## src/rtl/imem_dmem_arbiter.sv

```systemverilog
// Arbiter sharing one single-port memory bus between instruction fetch and data access.
// Data wins ties; a streak counter forces a waiting fetch through, and a watchdog aborts hung transactions.
module imem_dmem_arbiter #(
    parameter int MAX_DM_STREAK = 4,
    parameter int TIMEOUT       = 64
) (
    input  logic        clk,
    input  logic        reset_n,
    // fetch port
    input  logic        if_req,
    input  logic [31:0] if_addr,
    input  logic        if_kill,
    output logic        if_ready,
    output logic [31:0] if_rdata,
    // data port
    input  logic        dm_req,
    input  logic        dm_we,
    input  logic [3:0]  dm_be,
    input  logic [31:0] dm_addr,
    input  logic [31:0] dm_wdata,
    output logic        dm_ready,
    output logic [31:0] dm_rdata,
    // memory bus
    output logic        mem_req,
    output logic        mem_we,
    output logic [3:0]  mem_be,
    output logic [31:0] mem_addr,
    output logic [31:0] mem_wdata,
    input  logic        mem_ack,
    input  logic [31:0] mem_rdata,
    output logic        bus_err,
    // debug view of the arbiter state
    output logic [1:0]  dbg_state_o
);

    // Handshake: a requester raises req with stable qualifiers and holds them
    // until its ready pulses for one cycle; ready and rdata are valid in that cycle only.
    typedef enum logic [1:0] {
        IDLE    = 2'd0,
        BUSY_IF = 2'd1,
        BUSY_DM = 2'd2
    } state_t;

    localparam logic [3:0] STREAK_MAX = 4'(MAX_DM_STREAK);
    localparam logic [7:0] TMO_LAST   = 8'(TIMEOUT - 1);

    state_t      state_q;
    logic        kill_q;
    logic [3:0]  streak_q;
    logic [7:0]  tmo_q;
    logic        mem_we_q;
    logic [3:0]  mem_be_q;
    logic [31:0] mem_addr_q;
    logic [31:0] mem_wdata_q;

    logic busy;
    logic tmo_hit;
    logic done;
    logic grant_if;
    logic grant_dm;

    assign busy     = (state_q != IDLE);
    assign tmo_hit  = busy && !mem_ack && (tmo_q == TMO_LAST);
    assign done     = busy && (mem_ack || tmo_hit);
    assign grant_if = !busy && if_req && (!dm_req || (streak_q == STREAK_MAX));
    assign grant_dm = !busy && dm_req && !grant_if;

    always_ff @(posedge clk or negedge reset_n) begin
        if (!reset_n) begin
            state_q     <= IDLE;
            kill_q      <= 1'b0;
            streak_q    <= '0;
            tmo_q       <= '0;
            mem_we_q    <= 1'b0;
            mem_be_q    <= '0;
            mem_addr_q  <= '0;
            mem_wdata_q <= '0;
        end else begin
            case (state_q)
                IDLE: begin
                    tmo_q  <= '0;
                    kill_q <= 1'b0;
                    if (grant_if) begin
                        state_q     <= BUSY_IF;
                        mem_we_q    <= 1'b0;
                        mem_be_q    <= 4'hF;
                        mem_addr_q  <= if_addr;
                        mem_wdata_q <= '0;
                        streak_q    <= '0;
                    end else if (grant_dm) begin
                        state_q     <= BUSY_DM;
                        mem_we_q    <= dm_we;
                        mem_be_q    <= dm_be;
                        mem_addr_q  <= dm_addr;
                        mem_wdata_q <= dm_wdata;
                        if (if_req && (streak_q != STREAK_MAX)) begin
                            streak_q <= streak_q + 4'd1;
                        end
                    end
                    // a fetch that is not waiting has nothing to be starved of
                    if (!if_req) begin
                        streak_q <= '0;
                    end
                end
                default: begin
                    if (done) begin
                        state_q <= IDLE;
                    end else begin
                        tmo_q <= tmo_q + 8'd1;
                    end
                    if ((state_q == BUSY_IF) && if_kill) begin
                        kill_q <= 1'b1;
                    end
                end
            endcase
        end
    end

    // Completion is combinational so the pipeline sees read data in the ack cycle.
    assign if_ready    = (state_q == BUSY_IF) && done && !kill_q && !if_kill;
    assign dm_ready    = (state_q == BUSY_DM) && done;
    assign if_rdata    = (if_ready && mem_ack) ? mem_rdata : '0;
    assign dm_rdata    = (dm_ready && mem_ack) ? mem_rdata : '0;
    assign bus_err     = tmo_hit;

    assign mem_req     = busy;
    assign mem_we      = mem_we_q;
    assign mem_be      = mem_be_q;
    assign mem_addr    = mem_addr_q;
    assign mem_wdata   = mem_wdata_q;
    assign dbg_state_o = state_q;

endmodule

```

## config.mk

```make
export PLATFORM = sky130hd
export DESIGN_NAME = imem_dmem_arbiter
export DESIGN_NICKNAME = d
export VERILOG_FILES = /design/src/rtl/imem_dmem_arbiter.sv
export SDC_FILE = /design/constraint.sdc
export NUM_CORES = 1
export LEC_CHECK = 0
export CAP_MARGIN = 15
export CELL_PAD_IN_SITES_DETAIL_PLACEMENT = 0
export CELL_PAD_IN_SITES_GLOBAL_PLACEMENT = 1
export CORE_MARGIN = 3
export CORE_UTILIZATION = 29
export CTS_CLUSTER_DIAMETER = 30
export DETAILED_ROUTE_END_ITERATION = 8
export PLACE_DENSITY = 0.95
export REMOVE_ABC_BUFFERS = 1
export SLEW_MARGIN = 40
export SYNTH_ARGS = -nofsm -noshare
export SYNTH_HDL_FRONTEND = slang
export SYNTH_SLANG_ARGS = --single-unit
```

## constraint.sdc

```tcl
create_clock -name clk -period 4.7 [get_ports clk]
set_input_delay 1.175 -clock clk [delete_from_list [all_inputs] [get_ports clk]]
set_output_delay 1.175 -clock clk [all_outputs]
set_load 0.05 [all_outputs]
```

### Word-level counts from Yosys, hierarchy flattened

Cells that the tools add are included.

| word-level totals | value |
|---|---|
| register bits | 84 |
| latch bits | 0 |
| RAM bits | 0 |
| ROM bits | 0 |
| word-level logic and storage cells | 72 |
| memories kept | 0 |

| operators by class | value |
|---|---|
| $add $sub $neg | 2 |
| multipliers | 0 |
| div/mod/pow operators | 0 |
| magnitude comparators | 0 |
| equal/unequal tests | 9 |
| shifts and indexed selects | 0 |
| multiplexer cells | 22 |
| bitwise gates (word level) | 0 |
| reductions and logical operators | 31 |

Operators by type and width:

| cell | count |
|---|---|
| 32-bit two-way mux | 6 |
| 4-bit two-way mux | 6 |
| 8-bit two-way mux | 2 |
| 1-bit logical AND | 15 |
| 8-bit by 1-bit adder with 8-bit output, second input constant | 1 |
| 8-bit by 6-bit equality test with 1-bit output, second input constant | 1 |
| 2-bit two-way mux | 4 |
| 2-bit nonzero test | 4 |
| 1-bit zero test | 6 |
| 3-bit by 1-bit inequality test with 1-bit output, second input constant | 2 |
| 4-bit by 1-bit adder with 4-bit output, second input constant | 1 |
| 4-bit by 3-bit equality test with 1-bit output, second input constant | 1 |
| 1-bit two-way mux | 4 |
| 4-bit by 3-bit inequality test with 1-bit output, second input constant | 1 |
| 2-bit AND reduction | 2 |
| 3-bit inequality test, second input constant | 1 |
| 3-bit AND reduction | 1 |
| 2-bit by 1-bit equality test with 1-bit output, second input constant | 1 |
| 2-bit equality test, second input constant | 1 |
| 2-bit zero test | 1 |
| 1-bit logical OR | 2 |
| 2-bit by 1-bit inequality test with 1-bit output, second input constant | 1 |

### Depth between registers and ports, before layout

Gate-level depths: netlist of run 1.

| depth | value |
|---|---|
| depth in word-level cells | 10 |
| mapped depth | 7 |

### Worst setup path before layout of run 1

OpenSTA, ideal clock, no wires.

| path | value |
|---|---|
| path kind | in2out |
| start | input port mem_ack |
| end | output port if_ready |
| arrival time | 3356 ps |
| required time | 3525 ps |
| slack | 169 ps |
| cell stages on the path | 4 |
| buffers on the path | 1 |
| path through | and3b_1 clkbuf_1 a31oi_1 nor4_1 |

| between the ends | value |
|---|---|
| cells in the longest elaborated chain, start to end | 8 |

Ends and longest elaborated chain:

| what | RTL line | text |
|---|---|---|
| start: declaration | 29 | `input logic mem_ack,` |
| 1-bit zero test | 63 | `assign tmo_hit = busy && !mem_ack && (tmo_q == TMO_LAST);` |
| 1-bit logical AND (2 in a row) | 63 |  |
| 1-bit logical OR * | 64 | `assign done = busy && (mem_ack \|\| tmo_hit);` |
| 1-bit logical AND * | 64 |  |
| 1-bit logical AND * (3 in a row) | 120 | `assign if_ready = (state_q == BUSY_IF) && done && !kill_q && !if_kill;` |
| end: declaration | 13 | `output logic if_ready,` |

Every way passes the cells marked *; elsewhere a longest branch is shown, timed or not.

### Final worst setup path of run 1

| path | value |
|---|---|
| start | input port mem_ack |
| end | output port dm_rdata[31] |

| between the ends | value |
|---|---|
| cells in the longest elaborated chain, start to end | 8 |

Ends and longest elaborated chain:

| what | RTL line | text |
|---|---|---|
| 1-bit zero test | 63 |  |
| 1-bit logical AND (2 in a row) | 63 |  |
| 1-bit logical OR | 64 |  |
| 1-bit logical AND | 64 |  |
| 1-bit logical AND | 121 | `assign dm_ready = (state_q == BUSY_DM) && done;` |
| 1-bit logical AND * | 123 | `assign dm_rdata = (dm_ready && mem_ack) ? mem_rdata : '0;` |
| 32-bit two-way mux * | 123 |  |
| end: declaration | 22 | `output logic [31:0] dm_rdata,` |

Marked as above.

==> flow_summary_export.csv, run 1 <==
group,metric,value,unit
sta,whs,504.2,ps
route,final_antenna_net_count,0,
clocking,cts_made_buffers,9,
route,vias_per_cell,5.157,
sta,fin_crit_sh,91.31,%
power_and_ir_drop,sw_frac_of_total,46.35,%
sta,relSlewSlack,44.23,%
floorplan,die_area,17670,um^2
power_and_ir_drop,power_density,539.9,nW/um^2
placement,io_buffers,277,
finish,nNetsFinal,864,
sta,period_minus_slack,4292,ps
power_and_ir_drop,total_power,4.384,mW
sta,setup-tns-final,0,ps
route,first_pass_iters,4,
power_and_ir_drop,ir_drop,298.5,uV
finish,area_delta_synth_final,73.81,%
clocking,postCtsSetupRepairBufs,0,
power_and_ir_drop,switchingPower,2.032,mW
status,status,"complete, no violations",
floorplan,dieWidth,132.9,um
power_and_ir_drop,pwr-share-comb,56.8,%
power_and_ir_drop,leakagePower,3.286,nW
critical_path,path_class,"input port to primary output",
critical_path,worst-path-max-fanout,10,
floorplan,ios,278,
clocking,cts_tree,"built",
placement,hpwl,11.81,mm
critical_path,max_stage_delay,800,ps
floorplan,core,15480,um^2
synthesis,netlist_instances,471,
global_routing,grt_max_degree,85,
synthesis,synth.ff_latch_count,84,
floorplan,die_h,132.9,um
floorplan,initial_core_util,30.17,%
clocking,holdBufCountCts,0,
finish,multi_input_area,2328,um^2
global_routing,antenna_found_initial,0,
critical_path,crit_chain,"clkdlybuf4s50_1 -> nor3b_2 -> and2_1 -> clkdlybuf4s50_1",
clocking,clk_path_buf_depth,2,
route,initialDrtViolationCount,234,
clocking,htree_levels,3,
sta,tightest_slew,834.6,ps
critical_path,worst_ep_arrival_time,3120,ps
critical_path,critPathBufInv,2,
critical_path,cp_common_cell,"clkdlybuf4s50_1",
synthesis,syn_area,4672,um^2
critical_path,crit_path_start_kind,"input port",
route,drt-total-wl,16.76,mm
global_routing,grt_pass1_vias,4749,
placement,gp_congestion,0.7398,
clocking,cts_sinks,84,
synthesis,synth.avg_cell_area,9.919,um^2
synthesis,synth_edf_count,0,
sta,slew_violations,0,
sta,finalSetupViolations,0,
synthesis,yosysSeqAreaShare,44.99,%
route,drc,0,
power_and_ir_drop,p_seq_share,26.5,%
route,wire_per_inst,17.86,um
synthesis,yosys_warnings,0,
clocking,root_buffer,"clkbuf_16",
critical_path,cp_top_family,"buffers and inverters",
critical_path,cp-end-kind,"primary output",
power_and_ir_drop,clock_power_share,16.7,%
sta,skew,9.651,ps
clocking,clk_pin_slew,70,ps
critical_path,worstPathRequired,3520,ps
synthesis,yosys_most_used_dff,"dfrtp_1",
floorplan,placementRows,45,
route,num_vias,4837,
synthesis,async_flop_share,100.0,%
sta,fmax,0.2330,GHz
finish,drive_gt1_share,17.74,%
global_routing,grt_usage,18.27,%
power_and_ir_drop,p_int,2.352,mW
flow_run,maxCapViolations,0,
global_routing,grt_pass1_wl,26.23,mm
sta,hold_violations,0,
synthesis,ys_types,47,
sta,grt_setup_unrepaired,"false",
finish,fill_cells,1366,
finish,seqCellArea,2102,um^2
critical_path,crit_slowest_cell,"clkdlybuf4s50_1",
finish,diodes,0,
global_routing,overflow,0,
clocking,cts.repair.resized,0,
clocking,worst_skew_pair.late_latency,350,ps
worst_hold_path,min_path_type,"register to register",
[cells in the final DEF (no fill, tap or decap), types with 2 or more instances in the layout]
master	instances
o32a_1	32
nand4_1	3
dfrtp_1	84
a21oi_1	37
a22o_1	33
nor2_1	38
o22a_1	4
a21o_1	2
inv_1	8
nor3_1	33
inv_6	3
nand3_1	5
buf_4	41
o221a_2	32
clkbuf_16	9
clkinv_4	2
mux2i_1	3
ha_1	3
a31oi_1	3
clkdlybuf4s50_1	214
nand2_1	9
and2_1	65
buf_12	31
nand2b_1	2
nor2_4	2
o21ai_0	4
[layer usage]
metal	part of all wire [%]	global-route usage, %
met5	0	0
met4	1.8	6.005
met3	7.6	4.943
met2	49	30.56
met1	41	22.87
[worst paths after layout]
check | startpoint | endpoint | slack, ps | depth (start not counted)
hold / removal | mem_wdata[30]$_DFFE_PN0P_ | mem_wdata[30]$_DFFE_PN0P_ | 500 | 1
min in group asynchronous | reset_n | mem_wdata[14]$_DFFE_PN0P_ | 880 | 1
hold reg to reg | mem_wdata[30]$_DFFE_PN0P_ | mem_wdata[30]$_DFFE_PN0P_ | 500 | 1
setup / recovery | mem_ack | dm_rdata[31] | 410 | 4
max in group asynchronous | reset_n | tmo_q[6]$_DFFE_PN0P_ | 3340 | 1
setup reg to reg | dbg_state_o[0]$_DFFE_PN0P_ | mem_wdata[20]$_DFFE_PN0P_ | 2130 | 4
[synth_stat cells, types with 2 or more instances]
| cell | instances | area [um^2] |
|---|---|---|
| dfrtp_1 | 84 | 2102 |
| and2_1 | 65 | 406.6 |
| nor2_1 | 38 | 142.6 |
| a21oi_1 | 37 | 185.2 |
| a22o_1 | 33 | 289.0 |
| nor3_1 | 33 | 165.2 |
| o221a_2 | 32 | 360.4 |
| o32a_1 | 32 | 320.3 |
| clkbuf_1 | 30 | 112.6 |
| nand2_1 | 9 | 33.78 |
| inv_1 | 8 | 30.03 |
| buf_1 | 6 | 22.52 |
| buf_2 | 5 | 25.02 |
| buf_6 | 5 | 56.30 |
| nand3_1 | 5 | 25.02 |
| o21ai_0 | 4 | 20.02 |
| o22a_1 | 4 | 35.03 |
| a31oi_1 | 3 | 18.77 |
| ha_1 | 3 | 37.54 |
| mux2i_1 | 3 | 30.03 |
| nand4_1 | 3 | 18.77 |
| a21o_1 | 2 | 15.01 |
| buf_4 | 2 | 15.01 |
| nand2b_1 | 2 | 12.51 |
[layout make-up]
type,count,area share [%]
clock buffers,9,2.773
clock inverters,7,1.002
inverters,8,0.3698
multi-input cells,331,28.67
flip-flops and latches,84,25.89
well taps,211,3.251
repair buffers,288,38.04
[power groups by stage]
stage / clock network (mW) / registers, mW / logic [mW]
after floorplan: 0 / 2.02 / 0.712
after global placement: 0 / 1.17 / 2.48
after detailed placement: 0 / 1.17 / 2.50
after CTS: 0.762 / 1.16 / 2.51
after global routing: 0.791 / 1.20 / 2.61
final: 0.732 / 1.16 / 2.49
[sequential cells by signal (all words and copies together) (netlist names)]
register	cells
mem_addr	32
mem_wdata	32
tmo_q	8
mem_be	4
streak_q	4
dbg_state_o	2
kill_q	1
mem_we	1
[per-stage QoR]
step,setup slack [ps],util (%),cell area [um^2],std cells
2_1_floorplan,4.154,-,4441,423
5_1_grt,252.3,52.44,8120,938
6_report,408.3,52.44,8120,938
3_3_place_gp,429.0,50.42,7807,922
4_1_cts,366.2,52.43,8118,938
3_5_place_dp,374.0,50.45,7811,922
[worst reg2reg max path, delay by kind of cell (launching register included)]
family                 cells  cell delay (ps)
AND/OR/NAND/NOR            2             1560
flip-flops                 1              390
buffers and inverters      1              290
AO/OA/AOI/OAI              1              260
[kinds of logic after synthesis]
logic type	after synthesis	synth area share, %
AND/OR/NAND/NOR	170	19.87
AO/OA/AOI/OAI	155	28.09
flip-flops	84	44.99
buffers and inverters	56	5.597
multiplexers	3	0.6428
adder cells (fa/ha/maj)	3	0.8035
(Power assumes the default switching activity.)
==> run 2: changes to the inputs <==
Settings changed: SETUP_SLACK_MARGIN set to 0.02.
==> results of run 2 <==
No change in the layout: final DEF, timing and power equal those of run 1.
